[config.mk]
export PLATFORM = sky130hd
export DESIGN_NAME = wrr_deq_scheduler_flat
export DESIGN_NICKNAME = d
export VERILOG_FILES = /design/src/rtl/wrr_deq_scheduler_if.sv /design/src/rtl/wrr_deq_scheduler.sv /design/src/flat_wrapper.sv
export SDC_FILE = /design/constraint.sdc
export NUM_CORES = 1
export LEC_CHECK = 0
export BUFFER_PORTS_ARGS = -buffer_cell sky130_fd_sc_hd__buf_2
export CORE_AREA = 3 3 133 135
export CTS_CLUSTER_DIAMETER = 30
export DETAILED_ROUTE_END_ITERATION = 8
export DIE_AREA = 0 0 136 138
export GPL_TIMING_DRIVEN = 1
export SETUP_SLACK_MARGIN = 0.4
export SLEW_MARGIN = 40
export SYNTH_ARGS = -nofsm -noshare
export SYNTH_HDL_FRONTEND = slang
export SYNTH_SLANG_ARGS = --single-unit
[constraint.sdc]
create_clock -name clk_div_8 -period 3.35 [get_ports clk_div_8]
set_input_delay 0 -clock clk_div_8 [delete_from_list [all_inputs] [get_ports clk_div_8]]
set_output_delay 0 -clock clk_div_8 [all_outputs]
set_load 0.1 [all_outputs]
[src/rtl/wrr_deq_scheduler_if.sv]
// Signal bundle between the WRR dequeue scheduler, the queue RAMs/owner and
// the downstream packet consumer. The scheduler takes the master side.
interface wrr_deq_scheduler_if #(
    parameter int NMB_QUES = 4,
    parameter int SEL_W    = 2,
    parameter int WEIGHT_W = 3
);
    logic                         sched_en;
    logic [NMB_QUES-1:0]          que_nonempty;
    logic [NMB_QUES*WEIGHT_W-1:0] weight_flat;
    logic [NMB_QUES*64-1:0]       q_flat;
    logic                         out_ready;
    logic [SEL_W-1:0]             que_sel;
    logic [63:0]                  data_out;
    logic                         valid_data_out;
    logic                         deq_pulse;
    logic                         busy;

    modport master (
        input  sched_en, que_nonempty, weight_flat, q_flat, out_ready,
        output que_sel, data_out, valid_data_out, deq_pulse, busy
    );

    modport slave (
        output sched_en, que_nonempty, weight_flat, q_flat, out_ready,
        input  que_sel, data_out, valid_data_out, deq_pulse, busy
    );
endinterface

[src/rtl/wrr_deq_scheduler.sv]
// Weighted round-robin dequeue scheduler. Picks a queue, waits out the RAM
// read latency, presents one 64-bit packet word with valid/ready, then strobes
// deq_pulse so the queue owner advances that queue. Each queue is served up to
// its weight (0 counts as 1) before the search moves upward to the next
// nonempty queue.
module wrr_deq_scheduler #(
    parameter int NMB_QUES = 4,
    parameter int SEL_W    = 2,
    parameter int WEIGHT_W = 3,
    parameter int RD_LAT   = 2
) (
    input  logic                clk_div_8,
    input  logic                reset_n,
    wrr_deq_scheduler_if.master bus
);
    localparam int CNT_W = 3;

    typedef enum logic [2:0] {
        IDLE    = 3'd0,
        ARB     = 3'd1,
        READ    = 3'd2,
        PRESENT = 3'd3,
        ADV     = 3'd4
    } state_t;

    state_t              state_q,  state_d;
    logic [SEL_W-1:0]    que_sel_q, que_sel_d;
    logic [WEIGHT_W-1:0] credit_q, credit_d;
    logic [CNT_W-1:0]    rd_cnt_q, rd_cnt_d;
    logic [63:0]         data_q,   data_d;

    // Per-queue views of the flat buses, plus the candidate list in search
    // order: entry k is queue que_sel+1+k, so the current queue is last.
    logic [WEIGHT_W-1:0] weight_arr [NMB_QUES];
    logic [63:0]         q_arr      [NMB_QUES];
    logic [SEL_W-1:0]    cand_idx   [NMB_QUES];
    logic [NMB_QUES-1:0] cand_ne;

    logic                found;
    logic [SEL_W-1:0]    next_idx;

    genvar gi;
    generate
        for (gi = 0; gi < NMB_QUES; gi++) begin : g_que
            assign weight_arr[gi] = bus.weight_flat[gi*WEIGHT_W +: WEIGHT_W];
            assign q_arr[gi]      = bus.q_flat[gi*64 +: 64];
            assign cand_idx[gi]   = que_sel_q + SEL_W'(gi + 1);
            assign cand_ne[gi]    = bus.que_nonempty[cand_idx[gi]];
        end
    endgenerate

    // First nonempty queue above que_sel, wrapping; lowest search slot wins.
    always_comb begin
        found    = 1'b0;
        next_idx = que_sel_q;
        for (int k = NMB_QUES - 1; k >= 0; k--) begin
            if (cand_ne[k]) begin
                found    = 1'b1;
                next_idx = cand_idx[k];
            end
        end
    end

    // Next-state, queue selection, credit accounting and data capture.
    always_comb begin
        state_d   = state_q;
        que_sel_d = que_sel_q;
        credit_d  = credit_q;
        rd_cnt_d  = rd_cnt_q;
        data_d    = data_q;
        case (state_q)
            IDLE: begin
                if (bus.sched_en && (|bus.que_nonempty)) begin
                    state_d = ARB;
                end
            end
            ARB: begin
                if (!bus.sched_en || !found) begin
                    state_d = IDLE;
                end else begin
                    state_d  = READ;
                    rd_cnt_d = '0;
                    // Stay on the current queue only while it still has credit
                    // and packets; otherwise move on and reload from its weight.
                    if (!((credit_q != '0) && bus.que_nonempty[que_sel_q])) begin
                        que_sel_d = next_idx;
                        credit_d  = (weight_arr[next_idx] == '0) ? WEIGHT_W'(1)
                                                                 : weight_arr[next_idx];
                    end
                end
            end
            READ: begin
                if (rd_cnt_q == CNT_W'(RD_LAT - 1)) begin
                    data_d  = q_arr[que_sel_q];
                    state_d = PRESENT;
                end else begin
                    rd_cnt_d = rd_cnt_q + CNT_W'(1);
                end
            end
            PRESENT: begin
                if (bus.out_ready) begin
                    state_d = ADV;
                end
            end
            ADV: begin
                if (credit_q != '0) begin
                    credit_d = credit_q - WEIGHT_W'(1);
                end
                state_d = ARB;
            end
            default: begin
                state_d = IDLE;
            end
        endcase
    end

    // State registers with synchronous active-low reset.
    always_ff @(posedge clk_div_8) begin
        if (!reset_n) begin
            state_q   <= IDLE;
            que_sel_q <= SEL_W'(NMB_QUES - 1);
            credit_q  <= '0;
            rd_cnt_q  <= '0;
            data_q    <= '0;
        end else begin
            state_q   <= state_d;
            que_sel_q <= que_sel_d;
            credit_q  <= credit_d;
            rd_cnt_q  <= rd_cnt_d;
            data_q    <= data_d;
        end
    end

    assign bus.que_sel        = que_sel_q;
    assign bus.data_out       = data_q;
    assign bus.valid_data_out = (state_q == PRESENT);
    // Gated by reset so a reset landing on the ADV cycle withdraws the dequeue
    // on that same edge and the packet stays queued.
    assign bus.deq_pulse      = (state_q == ADV) && reset_n;
    assign bus.busy           = (state_q != IDLE);
endmodule

[src/flat_wrapper.sv]
// flat-port wrapper written by rule: the top's interface ports become plain ports
module wrr_deq_scheduler_flat 
#(
    parameter int NMB_QUES = 4,
    parameter int SEL_W    = 2,
    parameter int WEIGHT_W = 3,
    parameter int RD_LAT   = 2
)
  (clk_div_8, reset_n, bus_sched_en, bus_que_nonempty, bus_weight_flat, bus_q_flat, bus_out_ready, bus_que_sel, bus_data_out, bus_valid_data_out, bus_deq_pulse, bus_busy);
  wrr_deq_scheduler_if #(.NMB_QUES(NMB_QUES), .SEL_W(SEL_W), .WEIGHT_W(WEIGHT_W)) bus_i ();
  input  logic clk_div_8;
  input  logic reset_n;
  input wire logic [$bits(bus_i.sched_en)-1:0] bus_sched_en;
  input wire logic [$bits(bus_i.que_nonempty)-1:0] bus_que_nonempty;
  input wire logic [$bits(bus_i.weight_flat)-1:0] bus_weight_flat;
  input wire logic [$bits(bus_i.q_flat)-1:0] bus_q_flat;
  input wire logic [$bits(bus_i.out_ready)-1:0] bus_out_ready;
  output wire logic [$bits(bus_i.que_sel)-1:0] bus_que_sel;
  output wire logic [$bits(bus_i.data_out)-1:0] bus_data_out;
  output wire logic [$bits(bus_i.valid_data_out)-1:0] bus_valid_data_out;
  output wire logic [$bits(bus_i.deq_pulse)-1:0] bus_deq_pulse;
  output wire logic [$bits(bus_i.busy)-1:0] bus_busy;
  assign bus_i.sched_en = bus_sched_en;
  assign bus_i.que_nonempty = bus_que_nonempty;
  assign bus_i.weight_flat = bus_weight_flat;
  assign bus_i.q_flat = bus_q_flat;
  assign bus_i.out_ready = bus_out_ready;
  assign bus_que_sel = bus_i.que_sel;
  assign bus_data_out = bus_i.data_out;
  assign bus_valid_data_out = bus_i.valid_data_out;
  assign bus_deq_pulse = bus_i.deq_pulse;
  assign bus_busy = bus_i.busy;
  wrr_deq_scheduler #(.NMB_QUES(NMB_QUES), .SEL_W(SEL_W), .WEIGHT_W(WEIGHT_W), .RD_LAT(RD_LAT)) u_core (.clk_div_8(clk_div_8), .reset_n(reset_n), .bus(bus_i));
endmodule
==> results by group, run 1 <==
Die
  – Die span in y: between 100 and 150 um
  – Starting Density: 0.272
  – I/O pins: between 300 and 400
  – Die Width: about 140 um
  – Core area: ~17000 um2
  – Cell Rows: 47
  – Die area: about 19000 um2

STA
  – RSZ-0062 raised after global routing: no
  – Fin crit period: about 2.4 ns
  – Maximum clock rate: around 0.42 GHz
  – Worst-margin pin slew: 0.714 ns
  – Final hold slack: between 0.08 and 0.09 ns
  – Max-slew headroom: 0.524
  – Final Hold Viols: 0
  – Tcrit/Tclk final: 0.712
  – Final setup viols: 0
  – Max-slew violations: 0
  – Setup TNS: 0 ns
  – Clock skew: between 0.008 and 0.009 ns

Critical path
  – Critical path capture point type: register
  – R2R depth: 6
  – Crit path kind: reg -> reg
  – Setup slack, reg-to-reg: about 0.97 ns
  – Crit path DAT: around 2.6 ns
  – Reg2reg start: u_core.bus.que_sel[0]
  – R2r endpoint: u_core.credit_q[1]
  – Crit-path max FO: 33
  – WP data required: between 3 and 4 ns
  – Critical Path Source Type: register

Routing
  – Drt total wl: approximately 17000 um
  – Vias per cell: roughly 4.8
  – Antenna-violating nets left: 0
  – Drt first-iter violations: between 150 and 200
  – Pre-Repair DR Iteration Count: 4
  – Via Count: roughly 4.8k
  – Drt wl/cell: 16.8 um
  – Number of remaining DRC errors: 0

Min path
  – WHS Path Cells: 3
  – Hold_sp: bus_que_nonempty[3]
  – Hold WC Path Type: in -> reg
  – Hold Path End: u_core.state_q[0]

Global route
  – Largest net degree at the start of global routing: 45
  – Routing usage on met2: 0.301
  – Met3 usage: 0.0429
  – Initial antenna violation count: 6
  – First-pass GRT wire length: 25600 um
  – Overall Global Routing Usage: 0.175
  – Vias in the first global route: 4799
  – Gr ovfl total: 0
  – M1 GR Usage: 0.208
  – Busiest grt layer: met2

Yosys
  – Top cell type's share of synthesized area: 0.333
  – Post-synthesis mux area share: 0.347
  – FF+latch count, synth: 75
  – Synth Area in Simple Gates: 0.158
  – Cell with the most instances after synthesis: nand2_1
  – Syn Nets: between 700 and 800
  – Most instantiated cells after synthesis: 138 x nand2_1, 75 x dfxtp_1, 69 x a21oi_1
  – Cell variety after synth: 34
  – Yosys warns: 0
  – Largest family of logic cells by synthesized area: multiplexers
  – Sequential share of the synthesized area: 0.333
  – Mapped cell area: between 4000 and 5000 um2
  – Async set-reset flop share out of synthesis: 0
  – Post-Syn Instances: 457
  – Xor-xnor portion of the synthesized cell area: 0.00389
  – Syn avg cell area: roughly 9.9 um2
  – Synth Area in Adders: 0.0111
  – Top_reg_cell synth: dfxtp_1
  – Synth Area in Compound Gates: 0.107
  – Number of flops mapped to enable cells by yosys: 0
  – Area leader, netlist: dfxtp_1
  – Dominant cells by area after synthesis: dfxtp_1 33%, mux4_2 33%, nand2_1 12%

Power and ir drop
  – Design Power: ~2400 uW
  – PwrDens: 353 nW/um2
  – Worst vdd ir: 0.207 mV
  – Static leakage: just over 0.003 uW

Final layout
  – Final-layout fill cell count: approximately 1.7k
  – # nets final: 1066
  – Layout cells sized above 1: 0.564
  – Seq. cell area: about 1500 um2
  – Post-Route Utilization: 0.407
  – Area grow syn2layout: 50.0%
  – Area occupied by multi-input gates: between 2000 and 3000 um2

Placement
  – Port bufs: ~340
  – Final HPWL DP: 13800 um
  – Routability cong.: 0.871

Clock network
  – CTS tree: yes
  – TritonCTS Buffers: 9
  – H-Tree Depth: 3
  – Clock Latency Late Sink: about 0.34 ns
  – CTS max path bufs: 2
  – Setup bufs post-CTS: 0
  – CTS Sinks: 75
  – CTS clk-pin slew, worst paths: approximately 0.060 ns
  – CTS root buf: clkbuf_16

Run status
  – Run status: completed

Flow run
  – Max_cap viols: 0
## power by group
group | internal (uW) | leakage (uW) | switching [uW]
logic | 274 | 0.00236 | 201
clock network | 596 | 0.000141 | 392
registers | 900 | 0.000605 | 23.1
## metrics by stage
| stage | area (um2) | worst slack (ns) | instances |
|---|---|---|---|
| final | 6750 | 0.966 | 1014 |
| after detailed placement | 6410 | 0.912 | 992 |
| after global placement | 6410 | 0.949 | 992 |
| after floorplan | 4500 | 0.635 | 457 |
| after global routing | 6750 | 0.805 | 1014 |
| after CTS | 6750 | 0.907 | 1011 |
## area by class of cell
cell class              instances  area share
repair buffers                354       0.267
clock buffers                  10      0.0354
inverters                       7     0.00389
well taps                     220      0.0408
flip-flops and latches         75       0.223
multi-input cells             339       0.419
diodes                          3     0.00111
clock inverters                 6     0.00945
## timing repair
action | CTS | global route
hold buffers | 3 | 0
hold endpoints to repair | 5 | 0
resized for setup | 0 | 0
## how the worst max path moves through the flow
stage	from	endpoint	slack, ns	cells past startpoint
5_1_grt	u_core.bus.que_sel[0]	u_core.credit_q[1]	0.80	6
3_5_place_dp	u_core.bus.que_sel[0]	u_core.credit_q[1]	0.91	6
2_1_floorplan	u_core.bus.que_sel[0]	u_core.credit_q[1]	0.64	7
3_3_place_gp	u_core.bus.que_sel[0]	u_core.credit_q[1]	0.95	6
6_report	u_core.bus.que_sel[0]	u_core.credit_q[1]	0.97	6
4_1_cts	u_core.bus.que_sel[0]	u_core.credit_q[1]	0.91	6
## cell families (layout without fill, tap and decap cells)
kind of cell | Yosys count | after routing
buffers and inverters | 43 | 377
other | 0 | 3
xor gates and xnor gates | 2 | 2
adders and majority gates | 4 | 4
AOI/OAI and AO/OA | 84 | 84
and+or+nand+nor | 177 | 177
muxes | 72 | 72
DFF | 75 | 75
## cells in the final DEF (no fill, tap or decap), types with 2 or more instances in the layout
master and count:
ha_1 4, mux4_2 66, nor2_1 22, nand2b_1 5
inv_2 2, dfxtp_1 73, dlygate4sd3_1 3, a211oi_2 2
clkinvlp_4 3, o21ai_1 3, dfxtp_4 2, nand3_1 3
buf_2 344, nor3_1 3, mux2i_1 5, nand2_1 138
a21oi_1 69, o21ai_0 3, diode_2 3, buf_4 7
clkbuf_16 9, inv_1 5, xor2_1 2
## registers in the layout, indices dropped and copies added, names as in the netlist
name and cells:
u_core.credit_q 3, u_core.bus.que_sel 2, u_core.state_q 3, u_core.rd_cnt_q 3
u_core.bus.data_out 64
## layer usage
layer  wire (um)  up-vias
met2        8640      233
met4         367        6
met3        1590       24
met5          28        -
li1            -     2322
met1        6440     2259
## critical path: stages (launching register included)
cell and delay, ns:
dfxtp_4 0.74, nor2b_2 0.09, a21o_1 0.19, a221oi_4 0.35, mux4_2 0.56, a211oi_2 0.24
a211oi_2 0.06
Power figures use the tool's default switching activity.
==> run 2: changes to the inputs <==
clock period = 2.3 ns   (was 3.35 ns; I/O delays follow)
==> results by group, run 2 (same netlist as run 1, synthesis figures left out) <==
Run status
  – Run status: completed

Power and ir drop
  – Static leakage: 0.00315 uW (+1.3%)
  – Combinational share of power: 0.199 (about the same)
  – Sw Ratio: 0.237 (-0.0216)
  – Worst vdd ir: 0.372 mV (+79%)
  – Power share of the clock group: 0.436 (+0.022)
  – Sw power: 859 uW (+39%)
  – PwrDens: 532 nW/um2 (+51%)
  – Int Pwr: 2770 uW (+57%)
  – Sequential share of power: 0.365 (-0.022)

Critical path
  – Crit-path cells: nor2b_2, a21o_1, a221oi_4, mux4_2, a211oi_2, a211oi_2
  – CP max stage cell: mux4_2
  – Crit path DAT: 2.07 ns (-0.50 ns)
  – Crit-path max cell delay: 0.56 ns (-0.18 ns)
  – CP most frequent cell: a211oi_2
  – Critical path capture point type: register
  – WP data required: 2.51 ns (-1.03 ns)
  – R2R depth: 6 (unchanged)
  – Crit-path max FO: 5 (-85%)
  – Critical Path Source Type: register
  – Crit path kind: reg -> reg

Routing
  – Via Count: 4835 (-0.19%)
  – Pre-Repair DR Iteration Count: 6 (+2)
  – Drt total wl: 16000 um (-6.5%)
  – Number of remaining DRC errors: 0 (unchanged)
  – Drt wl/cell: 15.7 um (-6.6%)
  – Vias per cell: 4.76 (-0.28%)
  – Antenna-violating nets left: 0 (unchanged)
  – Drt first-iter violations: 240 (+59%)

STA
  – Max-slew headroom: 0.529 (+0.00436)
  – Tcrit/Tclk final: 0.810 (+0.0982)
  – Fin crit period: 1.86 ns (-0.521 ns)
  – Final Hold Viols: 0 (unchanged)
  – Worst-margin pin slew: 0.707 ns (-0.00654 ns)
  – RSZ-0062 raised after global routing: yes
  – Clock skew: 0.00510 ns (-0.00325 ns)
  – Final setup viols: 0 (unchanged)
  – Final worst slack: 0.437 ns (-0.529 ns)
  – Max-slew violations: 0 (unchanged)
  – Maximum clock rate: 0.537 GHz (+28%)
  – Setup TNS: 0 ns (unchanged)

Final layout
  – Layout cells sized above 1: 0.569 (+0.00471)
  – Diodes inserted: 0 (-3)
  – Final-layout fill cell count: 1683 (-2.2%)
  – Area grow syn2layout: 51.5%
  – Area occupied by multi-input gates: 2830 um2 (-0.13%)
  – Max reg flops: 64 (unchanged)
  – Commonest non-fill, non-tap cell in the layout: buf_2
  – Seq. cell area: 1510 um2 (about the same)
  – Most frequent cells in the layout: 344 x buf_2, 138 x nand2_1, 72 x dfxtp_1
  – # nets final: 1071 (+0.47%)

Clock network
  – H-Tree Depth: 3 (unchanged)
  – CTS clk-pin slew, worst paths: 0.06 ns (about the same)
  – CTS Sinks: 75 (unchanged)
  – Clock Latency Late Sink: 0.33 ns (about the same)
  – CTS root buf: clkbuf_16
  – CTS tree: yes
  – TritonCTS Buffers: 9 (unchanged)
  – CTS max path bufs: 2 (unchanged)

Min path
  – WHS Path Cells: 4 (+1)
  – Hold WC Path Type: in -> reg

Placement
  – Final HPWL DP: 13000 um (-6.2%)
  – Port bufs: 344 (unchanged)
  – Routability cong.: 0.895 (+2.7%)
  – Post-place setup slack: 0.364 ns (-0.548 ns)

Global route
  – First-pass GRT wire length: 24800 um (-3.2%)
  – Gr ovfl total: 0 (unchanged)
  – Largest net degree at the start of global routing: 37 (-18%)
  – Initial antenna violation count: 2 (-4)
  – Overall Global Routing Usage: 0.165 (-0.0100)
  – Vias in the first global route: 4706 (-1.9%)

Die
  – Die Width: 136 um (unchanged)
  – Core area: 16600 um2 (unchanged)
  – Die area: 18800 um2 (unchanged)
  – Cell Rows: 47 (unchanged)
  – Starting Density: 0.272 (unchanged)
  – Die span in y: 138 um (unchanged)
  – I/O pins: 345 (unchanged)

Flow run
  – Max_cap viols: 0 (unchanged)
## run 2: cell types whose count changed in the layout (fill, tap and decap cells not counted), sizes merged
cell / change
clkinvlp: -2
dlygate4sd3: -1
buf: +6
diode: -3
inv: -1
bufinv: +2
## run 2: layout make-up
class | instances | share of cell area
Inverter | 7 | 0.00385
Multi-Input combinational cell | 339 | 0.414
Clock inverter | 5 | 0.0150
Timing Repair Buffer | 359 | 0.272
Sequential cell | 75 | 0.221
Clock buffer | 10 | 0.0336
Tap cell | 220 | 0.0404
## run 2: power by group through the flow
stage	Combinational [uW]	Clock (uW)	Sequential, uW
detailed placement	712	0	1350
global placement	705	0	1350
finish	721	1580	1330
CTS	719	1650	1320
floorplan	384	0	1390
global route	783	1710	1330
## run 2: metrics by stage
stage | area (um2) | hold WS (ns) | std cells | power (uW) | util
finish | 6820 | 0.0375 | 1015 | 3630 | 0.411
global route | 6820 | 0.0297 | 1015 | 3820 | 0.411
CTS | 6810 | 0.0307 | 1013 | 3690 | 0.411
detailed placement | 6450 | 0.263 | 995 | 2070 | 0.389
global placement | 6450 | 0.254 | 995 | 2060 | 0.389
floorplan | 4540 | 0.0613 | 457 | 1770 | -
## run 2: worst paths after layout
kind | start | end | slack (ns)
worst max-delay path | u_core.bus.que_sel[0] | u_core.credit_q[1] | 0.44
worst min-delay path | bus_sched_en | u_core.state_q[0] | 0.04
worst max register to register | u_core.bus.que_sel[0] | u_core.credit_q[1] | 0.44
worst min register to register | u_core.bus.data_out[8] | u_core.bus.data_out[8] | 0.45
## run 2: what timing repair did
action | 4_1_cts | 5_1_grt
cloned | 0 | 0
hold endpoints to repair | 5 | 0
pin swaps | 1 | 0
setup endpoints to repair | 2 | 38
setup buffers | 1 | 2
gates resized for setup | 0 | 2
hold buffers | 2 | 0
## run 2: layer usage
| metal | vias to the layer above | track usage | part of all wire |
|---|---|---|---|
| li1 | 2322 | - | - |
| met1 | 2267 | 0.204 | 0.40 |
| met2 | 214 | 0.284 | 0.50 |
| met3 | 28 | 0.0429 | 0.085 |
| met4 | 4 | 0.0430 | 0.015 |
| met5 | - | 0 | 0.0013 |
## run 2: worst max-delay path: cells and delay by family, from the launching register on
kind	cells	cell delay, ns
DFF	1	0.36
AOI/OAI and AO/OA	4	0.78
and+or+nand+nor	1	0.04
muxes	1	0.56
==> run 3: changes to the inputs <==
CORE_AREA = 3 3 132 134   (was 3 3 133 135)
DIE_AREA = 0 0 135 137   (was 0 0 136 138)
clock period = 1.52 ns   (was 2.3 ns; I/O delays follow)
==> results by group, run 3 (same netlist as run 1, synthesis figures left out) <==
Run status
  – Run status: complete, but fails checks
  – Violated checks: negative setup slack

Clock network
  – H-Tree Depth: 3 (unchanged)
  – Clock Latency Late Sink: 0.34 ns (about the same)
  – TritonCTS Buffers: 9 (unchanged)
  – CTS max path bufs: 2 (unchanged)
  – CTS tree: yes
  – CTS clk-pin slew, worst paths: 0.05 ns (about the same)
  – CTS Sinks: 75 (unchanged)
  – CTS root buf: clkbuf_16

Critical path
  – Crit-path max FO: 4 (-1)
  – WP data required: 1.74 ns (-0.77 ns)
  – Critical Path End: u_core.credit_q[1]
  – CP top delay family: compound AO/OA/AOI/OAI gates
  – Setup slack, reg-to-reg: -0.30 ns (-0.73 ns)
  – Critical path capture point type: register
  – CP Buf/Inv Count: 0 (unchanged)
  – Crit path DAT: 2.04 ns (-0.03 ns)
  – Critical path depth: 6 (unchanged)
  – CP max stage cell: mux4_2
  – R2R depth: 6 (unchanged)
  – Critical Path Source Type: register
  – Crit-path cells: nor2b_2, a21o_1, a221oi_4, mux4_2, a211oi_2, a211oi_2
  – R2r endpoint: u_core.credit_q[1]
  – CP Launch Point: u_core.bus.que_sel[0]
  – Reg2reg start: u_core.bus.que_sel[0]
  – CP most frequent cell: a211oi_2
  – Crit-path max cell delay: 0.57 ns (about the same)
  – Crit path kind: reg -> reg

Placement
  – Routability cong.: 0.796 (-11%)
  – Placed instance area: 6770 um2 (+5.0%)
  – Port bufs: 344 (unchanged)
  – Final HPWL DP: 13500 um (+4.4%)
  – Post-place setup slack: -0.348 ns (-0.712 ns)

Power and ir drop
  – Design Power: 5470 uW (+51%)
  – Worst vdd ir: 0.612 mV (+64%)
  – PwrDens: 594 nW/um2 (+12%)
  – Static leakage: 0.00399 uW (+27%)

Routing
  – Via Count: 5372 (+11%)
  – Drt first-iter violations: 271 (+13%)
  – Antenna-violating nets left: 0 (unchanged)
  – Vias per cell: 4.92 (+3.3%)
  – Drt wl/cell: 19.7 um (+25%)
  – Number of remaining DRC errors: 0 (unchanged)
  – Drt total wl: 21500 um (+35%)
  – Pre-Repair DR Iteration Count: 4 (-2)

Final layout
  – Commonest non-fill, non-tap cell in the layout: buf_2
  – Post-route cell area: 9200 um2 (+35%)
  – Diodes inserted: 0 (unchanged)
  – Layout cells sized above 1: 0.775 (+0.207)
  – # nets final: 1148 (+7.2%)
  – Most frequent cells in the layout: 275 x buf_2, 68 x dfxtp_1, 66 x mux4_2
  – Max reg flops: 64 (unchanged)
  – Final-layout fill cell count: 1422 (-16%)
  – Area grow syn2layout: 104%

Die
  – Cell Rows: 47 (unchanged)
  – Core area: 16400 um2 (-1.1%)
  – Die span in y: 137 um (-0.72%)
  – Die Width: 135 um (-0.74%)
  – Die area: 18500 um2 (-1.5%)
  – I/O pins: 345 (unchanged)
  – Starting Density: 0.274 (+0.00292)

STA
  – Final worst slack: -0.296 ns (-0.733 ns)
  – Tcrit/Tclk final: 1.19 (+0.385)
  – Setup TNS: -10.37 ns (-10.37 ns)
  – Final setup viols: 69 (+69)
  – Maximum clock rate: 0.551 GHz (+2.6%)
  – RSZ-0062 raised after global routing: yes
  – Clock skew: 0.00620 ns (+0.00110 ns)
  – Max-slew headroom: 0.682 (+0.153)
  – Max-slew violations: 0 (unchanged)
  – Fin crit period: 1.82 ns (-0.0469 ns)
  – Worst-margin pin slew: 0.477 ns (-0.230 ns)
  – Final Hold Viols: 0 (unchanged)

Global route
  – Vias in the first global route: 5434 (+15%)
  – First-pass GRT wire length: 30200 um (+22%)
  – Largest net degree at the start of global routing: 39 (+5.4%)
  – Initial antenna violation count: 4 (+2)
  – Gr ovfl total: 0 (unchanged)
  – Overall Global Routing Usage: 0.217 (+0.0519)

Min path
  – Hold WC Path Type: in -> reg

Flow run
  – Max_cap viols: 0 (unchanged)
[run 3: repair_timing]
action | in CTS | in global routing
hold buffers | 3 | 0
setup buffers | 25 | 5
gates resized for setup | 113 | 222
setup endpoints to repair | 96 | 124
pin swaps | 46 | 103
endpoints found under the hold margin | 8 | 0
gates cloned | 23 | 4
[run 3: worst register-to-register path: cells and delay by family (launching register included)]
kind             cells  cell delay [ns]
AO/OA/AOI/OAI        4             0.74
multiplexers         1             0.57
AND/OR/NAND/NOR      1             0.04
flip-flops           1             0.35
[run 3: metrics by stage]
step / hold WS (ns) / instances / utilization
floorplan: 0.0682 / 457 / -
global placement: 0.258 / 1017 / 0.413
detailed placement: 0.259 / 1017 / 0.413
CTS: 0.0216 / 1083 / 0.508
global route: 0.0297 / 1092 / 0.560
finish: 0.0319 / 1092 / 0.560
[run 3: report_power, final]
group          switching, uW  internal, uW
clock network            811          1140
registers               25.4          1980
logic                    616           888
[run 3: area by class of cell]
class                      instances  area, um2  area share
tap                              220        275      0.0299
timing repair buffer             436       3550       0.386
inverter                           7       31.3     0.00340
clock buffer                      13        250      0.0272
sequential                        75       1520       0.165
clock inverter                     2       11.3     0.00122
multi-input combinational        339       3550       0.386
[run 3: how the worst min path moves through the flow]
| stage | depth (start not counted) | to | slack [ns] | startpoint |
|---|---|---|---|---|
| after global routing | 3 | u_core.credit_q[2] | 0.03 | reset_n |
| after CTS | 3 | u_core.credit_q[2] | 0.02 | reset_n |
| final | 3 | u_core.credit_q[2] | 0.03 | reset_n |
| after floorplan | 1 | u_core.bus.que_sel[0] | 0.07 | reset_n |
| after global placement | 2 | u_core.bus.que_sel[0] | 0.26 | reset_n |
| after detailed placement | 2 | u_core.bus.que_sel[0] | 0.26 | reset_n |
[run 3: layer usage]
metal	global-route usage	up-vias	part of all wire
li1	-	2492	-
met1	0.257	2617	0.38
met2	0.383	225	0.53
met3	0.0662	30	0.072
met4	0.0571	8	0.015
met5	0	-	0.0026
